===== config.mk =====
export PLATFORM = sky130hd
export DESIGN_NAME = dsconv_relu_sched
export DESIGN_NICKNAME = d
export VERILOG_FILES = /design/src/rtl/dsconv_relu_sched.sv
export SDC_FILE = /design/constraint.sdc
export NUM_CORES = 1
export LEC_CHECK = 0
export BUFFER_PORTS_ARGS = -buffer_cell sky130_fd_sc_hd__buf_2
export CORE_MARGIN = 2
export CORE_UTILIZATION = 31
export DETAILED_ROUTE_END_ITERATION = 10
export GPL_ROUTABILITY_DRIVEN = 0
export HOLD_SLACK_MARGIN = 0.05
export REMOVE_ABC_BUFFERS = 1
export SYNTH_ARGS = -nofsm -noshare
export SYNTH_HDL_FRONTEND = slang
export SYNTH_SLANG_ARGS = --single-unit

===== constraint.sdc =====
create_clock -name clk -period 1.8 [get_ports clk]
set_input_delay 0.27 -clock clk [delete_from_list [all_inputs] [get_ports clk]]
set_output_delay 0.27 -clock clk [all_outputs]
set_load 0.03 [all_outputs]

===== src/rtl/dsconv_relu_sched.sv =====
// dsconv_relu_sched
// Frame scheduler for the ReLU stage behind the pointwise-conv accumulator.
// It accepts one IMG_H x IMG_W x CH frame of signed accumulator values under
// valid/ready flow control and tracks column/row/channel per pixel. Each pixel
// passes through a single registered ReLU stage that supports full
// backpressure.
// Optional build macro RELU_ZERO_CNT_EN adds a saturating 16-bit count of
// clamped (<= 0) pixels. When the macro is undefined, zero_cnt is tied to 0.
module dsconv_relu_sched #(
  parameter int DATA_W = 18,
  parameter int IMG_W  = 28,
  parameter int IMG_H  = 28,
  parameter int CH     = 8
) (
  input  logic                       clk,
  input  logic                       rst,
  input  logic                       start,
  output logic                       busy,
  input  logic                       in_valid,
  output logic                       in_ready,
  input  logic signed [DATA_W-1:0]   in_data,
  output logic                       out_valid,
  input  logic                       out_ready,
  output logic signed [DATA_W-1:0]   out_data,
  output logic [$clog2(IMG_W)-1:0]   out_col,
  output logic [$clog2(IMG_H)-1:0]   out_row,
  output logic [$clog2(CH)-1:0]      out_ch,
  output logic                       out_last,
  output logic                       frame_done,
  output logic [15:0]                zero_cnt
);

  localparam int COL_W = $clog2(IMG_W);
  localparam int ROW_W = $clog2(IMG_H);
  localparam int CH_W  = $clog2(CH);
  localparam int TOTAL = IMG_W * IMG_H * CH;
  localparam int CNT_W = $clog2(TOTAL + 1);

  localparam logic [COL_W-1:0] COL_MAX  = COL_W'(IMG_W - 1);
  localparam logic [ROW_W-1:0] ROW_MAX  = ROW_W'(IMG_H - 1);
  localparam logic [CH_W-1:0]  CH_MAX   = CH_W'(CH - 1);
  localparam logic [CNT_W-1:0] PIX_LAST = CNT_W'(TOTAL - 1);

  typedef enum logic [1:0] {
    S_IDLE  = 2'd0,
    S_RUN   = 2'd1,
    S_DRAIN = 2'd2,
    S_DONE  = 2'd3
  } state_t;

  state_t state_reg;
  state_t state_next;

  // Frame bookkeeping: accepted-pixel count and position of the next pixel.
  logic [CNT_W-1:0] pix_cnt_reg;
  logic [COL_W-1:0] col_cnt_reg;
  logic [ROW_W-1:0] row_cnt_reg;
  logic [CH_W-1:0]  ch_cnt_reg;
  logic [COL_W-1:0] col_cnt_next;
  logic [ROW_W-1:0] row_cnt_next;
  logic [CH_W-1:0]  ch_cnt_next;

  // Output stage registers.
  logic                     out_valid_reg;
  logic signed [DATA_W-1:0] out_data_reg;
  logic [COL_W-1:0]         out_col_reg;
  logic [ROW_W-1:0]         out_row_reg;
  logic [CH_W-1:0]          out_ch_reg;
  logic                     out_last_reg;

  logic start_accept;
  logic accept;
  logic last_accept;
  logic out_fire;
  logic positive;
  logic signed [DATA_W-1:0] relu_data;

  // Handshakes. in_ready depends only on state, the output register and
  // out_ready, never on in_valid.
  assign in_ready    = (state_reg == S_RUN) && (!out_valid_reg || out_ready);
  assign accept      = in_valid && in_ready;
  assign last_accept = (pix_cnt_reg == PIX_LAST);
  assign out_fire    = out_valid_reg && out_ready;

  // Treat the value as positive only when the sign bit is clear and the value
  // is non-zero. This keeps the test signed without relying on literal
  // signedness rules.
  assign positive  = !in_data[DATA_W-1] && (in_data != '0);
  assign relu_data = positive ? in_data : '0;

  // State register.
  always_ff @(posedge clk or negedge rst) begin
    if (!rst) begin
      state_reg <= S_IDLE;
    end else begin
      state_reg <= state_next;
    end
  end

  // Next-state logic and the status outputs decoded from the state.
  always_comb begin
    state_next   = state_reg;
    busy         = 1'b0;
    frame_done   = 1'b0;
    start_accept = 1'b0;
    case (state_reg)
      S_IDLE: begin
        if (start) begin
          start_accept = 1'b1;
          state_next   = S_RUN;
        end
      end
      S_RUN: begin
        busy = 1'b1;
        if (accept && last_accept) begin
          state_next = S_DRAIN;
        end
      end
      S_DRAIN: begin
        busy = 1'b1;
        if (out_fire) begin
          state_next = S_DONE;
        end
      end
      S_DONE: begin
        frame_done = 1'b1;
        state_next = S_IDLE;
      end
      default: begin
        state_next = S_IDLE;
      end
    endcase
  end

  // Position of the pixel following the current one. The channel saturates
  // at CH-1, so the final wrap of col/row does not overflow it.
  always_comb begin
    col_cnt_next = col_cnt_reg;
    row_cnt_next = row_cnt_reg;
    ch_cnt_next  = ch_cnt_reg;
    if (col_cnt_reg == COL_MAX) begin
      col_cnt_next = '0;
      if (row_cnt_reg == ROW_MAX) begin
        row_cnt_next = '0;
        if (ch_cnt_reg != CH_MAX) begin
          ch_cnt_next = ch_cnt_reg + 1'b1;
        end
      end else begin
        row_cnt_next = row_cnt_reg + 1'b1;
      end
    end else begin
      col_cnt_next = col_cnt_reg + 1'b1;
    end
  end

  // Frame counters. They clear on an accepted start and advance on each
  // accepted pixel.
  always_ff @(posedge clk or negedge rst) begin
    if (!rst) begin
      pix_cnt_reg <= '0;
      col_cnt_reg <= '0;
      row_cnt_reg <= '0;
      ch_cnt_reg  <= '0;
    end else if (start_accept) begin
      pix_cnt_reg <= '0;
      col_cnt_reg <= '0;
      row_cnt_reg <= '0;
      ch_cnt_reg  <= '0;
    end else if (accept) begin
      pix_cnt_reg <= pix_cnt_reg + 1'b1;
      col_cnt_reg <= col_cnt_next;
      row_cnt_reg <= row_cnt_next;
      ch_cnt_reg  <= ch_cnt_next;
    end
  end

  // Registered ReLU stage. Data and position load together on accept and
  // hold while the consumer stalls.
  always_ff @(posedge clk or negedge rst) begin
    if (!rst) begin
      out_valid_reg <= 1'b0;
      out_data_reg  <= '0;
      out_col_reg   <= '0;
      out_row_reg   <= '0;
      out_ch_reg    <= '0;
      out_last_reg  <= 1'b0;
    end else if (accept) begin
      out_valid_reg <= 1'b1;
      out_data_reg  <= relu_data;
      out_col_reg   <= col_cnt_reg;
      out_row_reg   <= row_cnt_reg;
      out_ch_reg    <= ch_cnt_reg;
      out_last_reg  <= (col_cnt_reg == COL_MAX) && (row_cnt_reg == ROW_MAX);
    end else if (out_ready) begin
      out_valid_reg <= 1'b0;
    end
  end

  assign out_valid = out_valid_reg;
  assign out_data  = out_data_reg;
  assign out_col   = out_col_reg;
  assign out_row   = out_row_reg;
  assign out_ch    = out_ch_reg;
  assign out_last  = out_last_reg;

`ifdef RELU_ZERO_CNT_EN
  logic [15:0] zero_cnt_reg;

  // Clamped-pixel counter. It saturates at all-ones and clears when a new
  // frame starts.
  always_ff @(posedge clk or negedge rst) begin
    if (!rst) begin
      zero_cnt_reg <= '0;
    end else if (start_accept) begin
      zero_cnt_reg <= '0;
    end else if (accept && !positive && (zero_cnt_reg != 16'hFFFF)) begin
      zero_cnt_reg <= zero_cnt_reg + 16'd1;
    end
  end

  assign zero_cnt = zero_cnt_reg;
`else
  assign zero_cnt = '0;
`endif

endmodule

==> flow_summary_export.csv, run 1 <==
group,metric,value,unit
run_status,outcome,"finished clean",
pwr,p_per_area,1110,nW/µm²
synthesis,synth-seq-cells,61,
timing,slew_violations,0,
critical_path,crit_chain,"inv_1 -> ha_1 -> nor2b_4 -> a211oi_1 -> a31oi_1 -> mux2_2",
critical_path,startpoint_type,"register",
synthesis,yosys_warnings,0,
die,pin_count,75,
critical_path,crit_fanout,4,
job,max_cap_viol_count,0,
clocking,cts_sinks,61,
clocking,worstSkewPairLatency,0.34,ns
pwr,p_leak,1.92,nW
critical_path,worstReg2RegStart,"state_reg[0]",
synthesis,synth.avg_cell_area,9.66,µm²
critical_path,r2r_end,"state_reg[1]",
critical_path,end_kind,"register",
clocking,cts_tree,"done",
critical_path,reg2reg_depth,6,
die,initial_core_util,32.1,%
timing,setup_violations,0,
critical_path,required,2.03,ns
synthesis,synth_edf_count,0,
critical_path,r2r_setup_slack,0.08,ns
die,die_h,102,µm
critical_path,slowest_delay,0.43,ns
pwr,ir_drop,0.408,mV
pwr,power.internal,2.93,mW
clocking,root_buffer,"clkbuf_8",
layout,nFillCells,920,
layout,area_growth,28.9,%
layout,final_common_cell,"nand2_1",
timing,skew,0.00637,ns
min_path,whs_path_depth,2,
clocking,cts_made_buffers,9,
layout,nNetsFinal,426,
layout,final_cell_mix,"nand2_1 (68), dfrtp_1 (61), buf_2 (58)",
critical_path,crit_slowest_cell,"dfrtp_1",
detailed_routing,dr.pass1.iters,6,
pwr,finalPower,4.25,mW
synthesis,synthesis.area,2980,µm²
placed_design,hpwl,4.79,mm
pwr,p_sw_share,31.1,%
global_route,grt_pass1_wl,11.4,mm
die,core,9280,µm²
critical_path,worst-path-buf-inv,1,
detailed_routing,drcViolationCount,0,
layout,finish.utilization,41.3,%
pwr,pwr-share-seq,41.1,%
timing,rsz0062_at_grt,"true",
timing,fin_hold_ws,0.162,ns
pwr,combPwrFrac,23.5,%
clocking,htreeDepth,3,
critical_path,crit_arrival,1.95,ns
synthesis,syn_inst,308,
detailed_routing,postRouteAntennaNets,0,
detailed_routing,totalWireLength,6.88,mm
detailed_routing,via_per_inst,4.72,
clocking,clockBufferDepth,2,
synthesis,synth-main-ff-cell,"dfrtp_1",
synthesis,synthArstFlopShare,100,%
global_route,grt_remaining_overflow,0,
global_route,globalRouteTotalUtil,13.9,%
global_route,grt_antenna_before_repair,0,
global_route,grt_max_degree,62,
global_route,first_global_vias,2421,
timing,fin_tns_setup,0,ns
pwr,clock_power_share,35.5,%
layout,largest_reg_flops,18,
timing,max_freq,0.580,GHz
critical_path,critPathTopFamily,"flip-flops",
die,die-width,102,µm
layout,diodes,0,
detailed_routing,avgRoutedWirePerCell,13.1,µm
synthesis,synth_seq_area_share,51.3,%
timing,min_period_over_period,95.7,%
detailed_routing,dr.first_iter.drc_count,76,
die,rows,35,
die,die_area,10400,µm²
timing,layout_min_cycle_time,1.72,ns
layout,layoutNonFillerInstCount,527,
placed_design,numPortBuffers,58,
clocking,clk_pin_slew_worst_paths,0.07,ns
pwr,p_switching,1.32,mW
synthesis,synthDistinctLibCells,40,
min_path,hold_path.startpoint,"in_data[6]",
layout,drive_gt1_share,29.4,%
placed_design,post-place-cells,506,
detailed_routing,vias,2490,
timing,hold_viol,0,
min_path,hold_path_end,"out_data[6]",
critical_path,criticalPathCategory,"reg2reg",
min_path,hp-class,"in2reg",
-- power groups by stage --
| stage | clock, mW | combinational (mW) | sequential [mW] |
|---|---|---|---|
| global placement | 0 | 0.942 | 1.75 |
| floorplan | 0 | 0.386 | 1.95 |
| CTS | 1.54 | 0.958 | 1.75 |
| detailed placement | 0 | 0.948 | 1.77 |
| finish | 1.51 | 0.997 | 1.74 |
| global route | 1.61 | 1.10 | 1.77 |
-- cell type report --
| class | instances | area, µm² | area share [%] |
|---|---|---|---|
| sequential | 61 | 1530 | 39.8 |
| multi-input combinational | 224 | 1330 | 34.7 |
| timing repair buffer | 89 | 542 | 14.1 |
| tap | 129 | 161 | 4.21 |
| clock buffer | 10 | 138 | 3.59 |
| clock inverter | 6 | 110 | 2.87 |
| inverter | 8 | 30.0 | 0.783 |
-- cells in the mapped netlist, types with 3 or more instances --
library cell	instances	area share, %
a22o_1	11	3.2
buf_4	16	4.0
o21ai_0	11	1.8
and2_1	3	0.63
buf_2	3	0.50
clkbuf_1	10	1.3
nand4_1	8	1.7
o31ai_1	3	0.76
ha_1	10	4.2
nand3_1	9	1.5
nand2_1	68	8.6
a31oi_1	3	0.63
inv_1	8	1.0
nand3b_1	7	1.8
nor3_1	4	0.67
a21oi_1	19	3.2
dfrtp_1	61	51
or3_1	7	1.5
nor2_1	9	1.1
xnor2_1	4	1.2
or4_1	7	1.8
-- worst max-delay path by stage --
stage / from / end / slack (ns) / cells past startpoint
floorplan: state_reg[1] / out_data[10] / -1.04 / 5
global placement: state_reg[1] / pix_cnt_reg[12] / 0.04 / 6
detailed placement: state_reg[1] / pix_cnt_reg[12] / 0.01 / 6
CTS: state_reg[1] / pix_cnt_reg[9] / 0.01 / 6
global route: state_reg[0] / state_reg[1] / -0.02 / 6
finish: state_reg[0] / state_reg[1] / 0.08 / 6
-- timing repair --
action                     CTS  global route
pin swaps                    1             6
gates resized for setup      1             9
setup endpoints to repair    1            17
buffers inserted             0             4
hold endpoints to repair    61             0
hold buffers                 1             0
-- through the flow --
stage,area [µm²],worst slack (ns)
6_report,3840,0.0767
3_5_place_dp,3520,0.0110
4_1_cts,3780,0.0148
5_1_grt,3840,-0.0226
3_3_place_gp,3520,0.0443
2_1_floorplan,2860,-1.04
-- metal layers --
layer	GRT usage, %	part of all wire [%]	vias to the layer above	wire, µm
li1	-	-	1220	-
met1	17.8	45	1218	3130
met2	22.3	49	38	3400
met3	3.01	2.9	14	201
met4	6.97	2.2	0	151
met5	0	0	-	0
-- cell families (layout without fill, tap and decap cells) --
group | Yosys count | after routing | share of synthesized area (%)
fa+ha+maj | 10 | 10 | 4.20
flops | 61 | 61 | 51.3
buf+inv | 38 | 113 | 6.94
compound gates | 51 | 51 | 10.8
other cells | 1 | 16 | 0.126
mux | 3 | 3 | 1.05
xor+xnor | 6 | 6 | 1.77
simple gates | 138 | 138 | 23.9
Power figures use the tool's default switching activity.
==> run 2, diff against run 1 <==
--- a/config.mk
+++ b/config.mk
@@ -12,6 +12,7 @@
 export GPL_ROUTABILITY_DRIVEN = 0
 export HOLD_SLACK_MARGIN = 0.05
 export REMOVE_ABC_BUFFERS = 1
+export SETUP_SLACK_MARGIN = 0.1
 export SYNTH_ARGS = -nofsm -noshare
 export SYNTH_HDL_FRONTEND = slang
 export SYNTH_SLANG_ARGS = --single-unit
==> run 2 against run 1 <==
Combinational power rose by 4%; global-route usage is 0.19 points higher; register-to-register slack worse by 0.03 ns; sequential share of layout area is 1.9 points lower; via count up 2.3%; worst hold slack got worse by 0.0026 ns; worst setup slack worse by 0.030 ns; count of clock-buffer cells in the layout unchanged; critical endpoint unchanged; largest power group unchanged.
==> flow_summary_export.csv, run 2 (synthesis results as in run 1) <==
group,metric,value,unit
layout,nNetsFinal,433,
detailed_routing,via_per_inst,4.77,
clocking,htreeDepth,3,
pwr,clock_power_share,35.1,%
critical_path,criticalPathCategory,"reg2reg",
layout,post-route-cell-area,4030,µm²
timing,fin_tns_setup,0,ns
timing,layout_min_cycle_time,1.75,ns
detailed_routing,drcViolationCount,0,
clocking,worstSkewPairLatency,0.34,ns
timing,timing.final.ws_setup,0.0464,ns
placed_design,hpwl,4.79,mm
layout,nFillCells,898,
detailed_routing,dr.pass1.iters,4,
pwr,p_per_area,1070,nW/µm²
pwr,pwr-share-seq,40.8,%
layout,final_cell_mix,"nand2_1 (68), dfrtp_1 (61), buf_2 (57)",
die,pin_count,75,
detailed_routing,dr.first_iter.drc_count,88,
critical_path,r2r_end,"state_reg[1]",
global_route,grt_antenna_before_repair,0,
global_route,globalRouteTotalUtil,14.1,%
timing,setup_violations,0,
clocking,clockBufferDepth,2,
critical_path,end_kind,"register",
global_route,first_global_vias,2453,
layout,area_growth,35.4,%
layout,drive_gt1_share,34.6,%
critical_path,r2r_setup_slack,0.05,ns
clocking,cts_tree,"done",
global_route,grt_max_degree,62,
detailed_routing,avgRoutedWirePerCell,13.4,µm
die,die_area,10400,µm²
layout,multi_input_area,1440,µm²
timing,rsz0062_at_grt,"true",
die,rows,35,
layout,finish.utilization,43.4,%
clocking,root_buffer,"clkbuf_8",
pwr,power.internal,2.96,mW
critical_path,crit_arrival,1.99,ns
timing,skew,0.00664,ns
placed_design,placed_area,3520,µm²
timing,fin_hold_ws,0.159,ns
job,max_cap_viol_count,0,
pwr,p_sw_share,31.5,%
critical_path,required,2.03,ns
die,die_h,102,µm
min_path,hp-class,"in2reg",
timing,slew_violations,0,
critical_path,setup.worst_path.start,"pix_cnt_reg[10]",
pwr,p_switching,1.36,mW
critical_path,crit_fanout,2,
critical_path,cp-endpoint,"state_reg[1]",
pwr,ir_drop,0.408,mV
die,die-width,102,µm
pwr,finalPower,4.32,mW
clocking,clk_pin_slew_worst_paths,0.07,ns
pwr,p_leak,2.00,nW
detailed_routing,totalWireLength,7.16,mm
timing,max_freq,0.570,GHz
timing,hold_viol,0,
layout,diodes,0,
critical_path,worstReg2RegStart,"pix_cnt_reg[10]",
die,core,9280,µm²
placed_design,dp_slack,0.0110,ns
pwr,combPwrFrac,24.1,%
die,initial_core_util,32.1,%
critical_path,reg2reg_depth,5,
layout,ff_latch_area,1530,µm²
clocking,cts_sinks,61,
layout,final_common_cell,"nand2_1",
layout,largest_reg_flops,18,
placed_design,numPortBuffers,58,
clocking,cts_made_buffers,9,
layout,layoutNonFillerInstCount,534,
placed_design,post-place-cells,506,
detailed_routing,postRouteAntennaNets,0,
global_route,grt_remaining_overflow,0,
timing,min_period_over_period,97.4,%
detailed_routing,vias,2547,
global_route,grt_pass1_wl,11.5,mm
run_status,outcome,"finished clean",
critical_path,startpoint_type,"register",
## run 2: worst max-delay path, cell delays in order, from the launching register on
cell and delay (ns):
dfrtp_1 0.39, or4_4 0.56, nor3_4 0.20, a31oi_1 0.09
buf_4 0.15, mux2_2 0.26
## run 2: timing repair
| item | 4_1_cts | 5_1_grt |
|---|---|---|
| hold buffers | 1 | 0 |
| resized for setup | 12 | 30 |
| gates cloned | 0 | 1 |
| pin swaps | 6 | 18 |
| setup buffers | 6 | 4 |
| endpoints found under the setup margin | 9 | 25 |
| endpoints found under the hold margin | 61 | 0 |
## run 2: final cells by class
cell class                      instances  area share, %
Multi-Input combinational cell        224           35.8
Inverter                                8          0.745
Clock buffer                           10           3.41
Timing Repair Buffer                   96           15.5
Clock inverter                          6           2.73
Tap cell                              129           4.00
Sequential cell                        61           37.9
## run 2: per-layer routing
layer | wire length [µm] | share of wire, % | GRT usage, % | vias up
met5 | 0 | 0 | 0 | -
met4 | 158 | 2.2 | 6.77 | 0
met3 | 227 | 3.2 | 3.01 | 17
met2 | 3590 | 50 | 22.9 | 47
met1 | 3180 | 44 | 18.0 | 1247
li1 | - | - | - | 1236
## run 2: worst min path at each step
stage	startpoint	end	slack (ns)	cells after the start
2_1_floorplan	rst	ch_cnt_reg[0]	-0.03	0
3_3_place_gp	rst	state_reg[0]	0.31	2
3_5_place_dp	rst	pix_cnt_reg[12]	0.31	2
4_1_cts	in_data[6]	out_data[6]	0.15	2
5_1_grt	in_data[3]	out_data[3]	0.15	2
6_report	in_data[6]	out_data[6]	0.16	2
## run 2: power groups by stage
stage	clock, mW	sequential (mW)	combinational, mW
2_1_floorplan	0	1.95	0.386
3_3_place_gp	0	1.75	0.942
3_5_place_dp	0	1.77	0.948
4_1_cts	1.54	1.76	1.03
5_1_grt	1.61	1.79	1.15
6_report	1.52	1.76	1.04
==> run 3, diff against run 2 <==
--- a/config.mk
+++ b/config.mk
@@ -6,6 +6,8 @@
 export NUM_CORES = 1
 export LEC_CHECK = 0
 export BUFFER_PORTS_ARGS = -buffer_cell sky130_fd_sc_hd__buf_2
+export CAP_MARGIN = 30
+export CORE_ASPECT_RATIO = 1.5
 export CORE_MARGIN = 2
 export CORE_UTILIZATION = 31
 export DETAILED_ROUTE_END_ITERATION = 10
==> run 3 against run 2 <==
Non-clock buffer count increased by 2; combinational power about the same; count of clock-buffer cells in the layout increased by 3; critical endpoint unchanged; critical path depth decreased by 1.
==> flow_summary_export.csv, run 3 (synthesis results as in run 1) <==
group,metric,value,unit
timing,rsz0062_at_grt,"true",
die,die_h,124,µm
pwr,p_per_area,1140,nW/µm²
detailed_routing,totalWireLength,6.95,mm
layout,area_growth,37.5,%
detailed_routing,dr.first_iter.drc_count,94,
global_route,grt_pass1_wl,11.2,mm
global_route,grt_remaining_overflow,0,
placed_design,numPortBuffers,58,
critical_path,r2r_setup_slack,0.07,ns
placed_design,placed_area,3520,µm²
global_route,first_global_vias,2488,
pwr,ir_drop,0.546,mV
layout,diodes,0,
run_status,outcome,"finished clean",
timing,max_freq,0.578,GHz
layout,finish.utilization,44.0,%
die,initial_core_util,32.0,%
job,max_cap_viol_count,0,
timing,fin_tns_setup,0,ns
pwr,finalPower,4.68,mW
detailed_routing,dr.pass1.iters,4,
critical_path,end_kind,"register",
critical_path,startpoint_type,"register",
layout,post-route-cell-area,4090,µm²
layout,multi_input_area,1450,µm²
timing,setup_violations,0,
min_path,hp-class,"in2reg",
layout,ff_latch_area,1530,µm²
critical_path,criticalPathCategory,"reg2reg",
critical_path,worstReg2RegStart,"pix_cnt_reg[10]",
critical_path,reg2reg_depth,4,
clocking,clk_pin_slew_worst_paths,0.05,ns
die,pin_count,75,
global_route,grt_max_degree,62,
critical_path,crit_fanout,2,
layout,drive_gt1_share,34.9,%
die,rows,43,
placed_design,dp_slack,0.0171,ns
timing,skew,0.00337,ns
critical_path,setup.worst_path.start,"pix_cnt_reg[10]",
layout,largest_reg_flops,18,
clocking,clockBufferDepth,2,
timing,timing.final.ws_setup,0.0694,ns
pwr,combPwrFrac,22.5,%
clocking,worstSkewPairLatency,0.33,ns
pwr,pwr-share-seq,37.3,%
critical_path,crit_arrival,1.94,ns
global_route,grt_antenna_before_repair,0,
clocking,cts_sinks,61,
clocking,htreeDepth,3,
detailed_routing,via_per_inst,4.86,
critical_path,cp-endpoint,"state_reg[1]",
timing,slew_violations,0,
timing,hold_viol,0,
layout,nFillCells,908,
clocking,root_buffer,"clkbuf_16",
pwr,p_leak,2.05,nW
die,die-width,84.0,µm
layout,final_cell_mix,"nand2_1 (68), dfrtp_1 (60), buf_2 (58)",
timing,min_period_over_period,96.1,%
pwr,clock_power_share,40.2,%
layout,nNetsFinal,435,
critical_path,required,2.01,ns
clocking,cts_tree,"done",
pwr,power.internal,3.31,mW
global_route,globalRouteTotalUtil,13.6,%
layout,final_common_cell,"nand2_1",
pwr,p_sw_share,29.3,%
die,core,9310,µm²
detailed_routing,postRouteAntennaNets,0,
pwr,p_switching,1.37,mW
die,die_area,10400,µm²
clocking,cts_made_buffers,9,
timing,layout_min_cycle_time,1.73,ns
critical_path,r2r_end,"state_reg[1]",
detailed_routing,drcViolationCount,0,
detailed_routing,avgRoutedWirePerCell,13.4,µm
detailed_routing,vias,2522,
placed_design,hpwl,4.75,mm
run 3: cell types whose count changed in the layout (fill, tap and decap cells not counted), sizes merged:
| cell | previous run | this run |
|---|---|---|
| buf | 95 | 97 |
| clkbuf | 10 | 13 |
| clkinv | 1 | 0 |
| bufinv | 3 | 2 |
| clkinvlp | 2 | 1 |
run 3: worst min path at each step:
stage | start | endpoint | slack [ns] | depth (start not counted)
floorplan | rst | ch_cnt_reg[0] | -0.03 | 0
global placement | rst | state_reg[0] | 0.30 | 2
detailed placement | rst | state_reg[0] | 0.31 | 2
CTS | in_data[9] | out_data[9] | 0.16 | 2
global route | in_data[8] | out_data[8] | 0.17 | 2
finish | in_data[12] | out_data[12] | 0.17 | 2
run 3: power groups by stage:
| stage | clock network, mW | registers [mW] | logic [mW] |
|---|---|---|---|
| after floorplan | 0 | 1.95 | 0.386 |
| after global placement | 0 | 1.76 | 0.932 |
| after detailed placement | 0 | 1.76 | 0.946 |
| after CTS | 1.93 | 1.74 | 0.975 |
| after global routing | 1.98 | 1.78 | 1.17 |
| final | 1.88 | 1.75 | 1.05 |
run 3: cell type report:
class	count	share of cell area, %
clock buffers	13	6.36
flip-flops and latches	61	37.3
multi-input cells	224	35.3
well taps	112	3.43
clock inverters	3	1.65
repair buffers	98	15.2
inverters	8	0.734
run 3: metrics by stage:
step	hold slack, ns	instances
floorplan	-0.0256	293
global placement	0.302	492
detailed placement	0.310	492
CTS	0.157	514
global route	0.168	519
finish	0.167	519
run 3: critical path: stages, from the launching register on:
cell and delay (ns):
dfrtp_1 0.38, or4_4 0.55, nor3_4 0.25, a31oi_4 0.13
mux2_4 0.31
run 3: routing by layer:
layer | track usage [%] | wire length (µm)
met4 | 6.96 | 150
met1 | 14.8 | 2820
met3 | 2.92 | 228
met2 | 24.8 | 3750
met5 | 0 | 0
run 3: what timing repair did:
action | in CTS | in global routing
hold endpoints to repair | 61 | 0
resized for setup | 10 | 31
hold buffers | 1 | 0
pin swaps | 8 | 11
cloned | 0 | 1
setup buffers | 5 | 4
setup endpoints to repair | 19 | 29
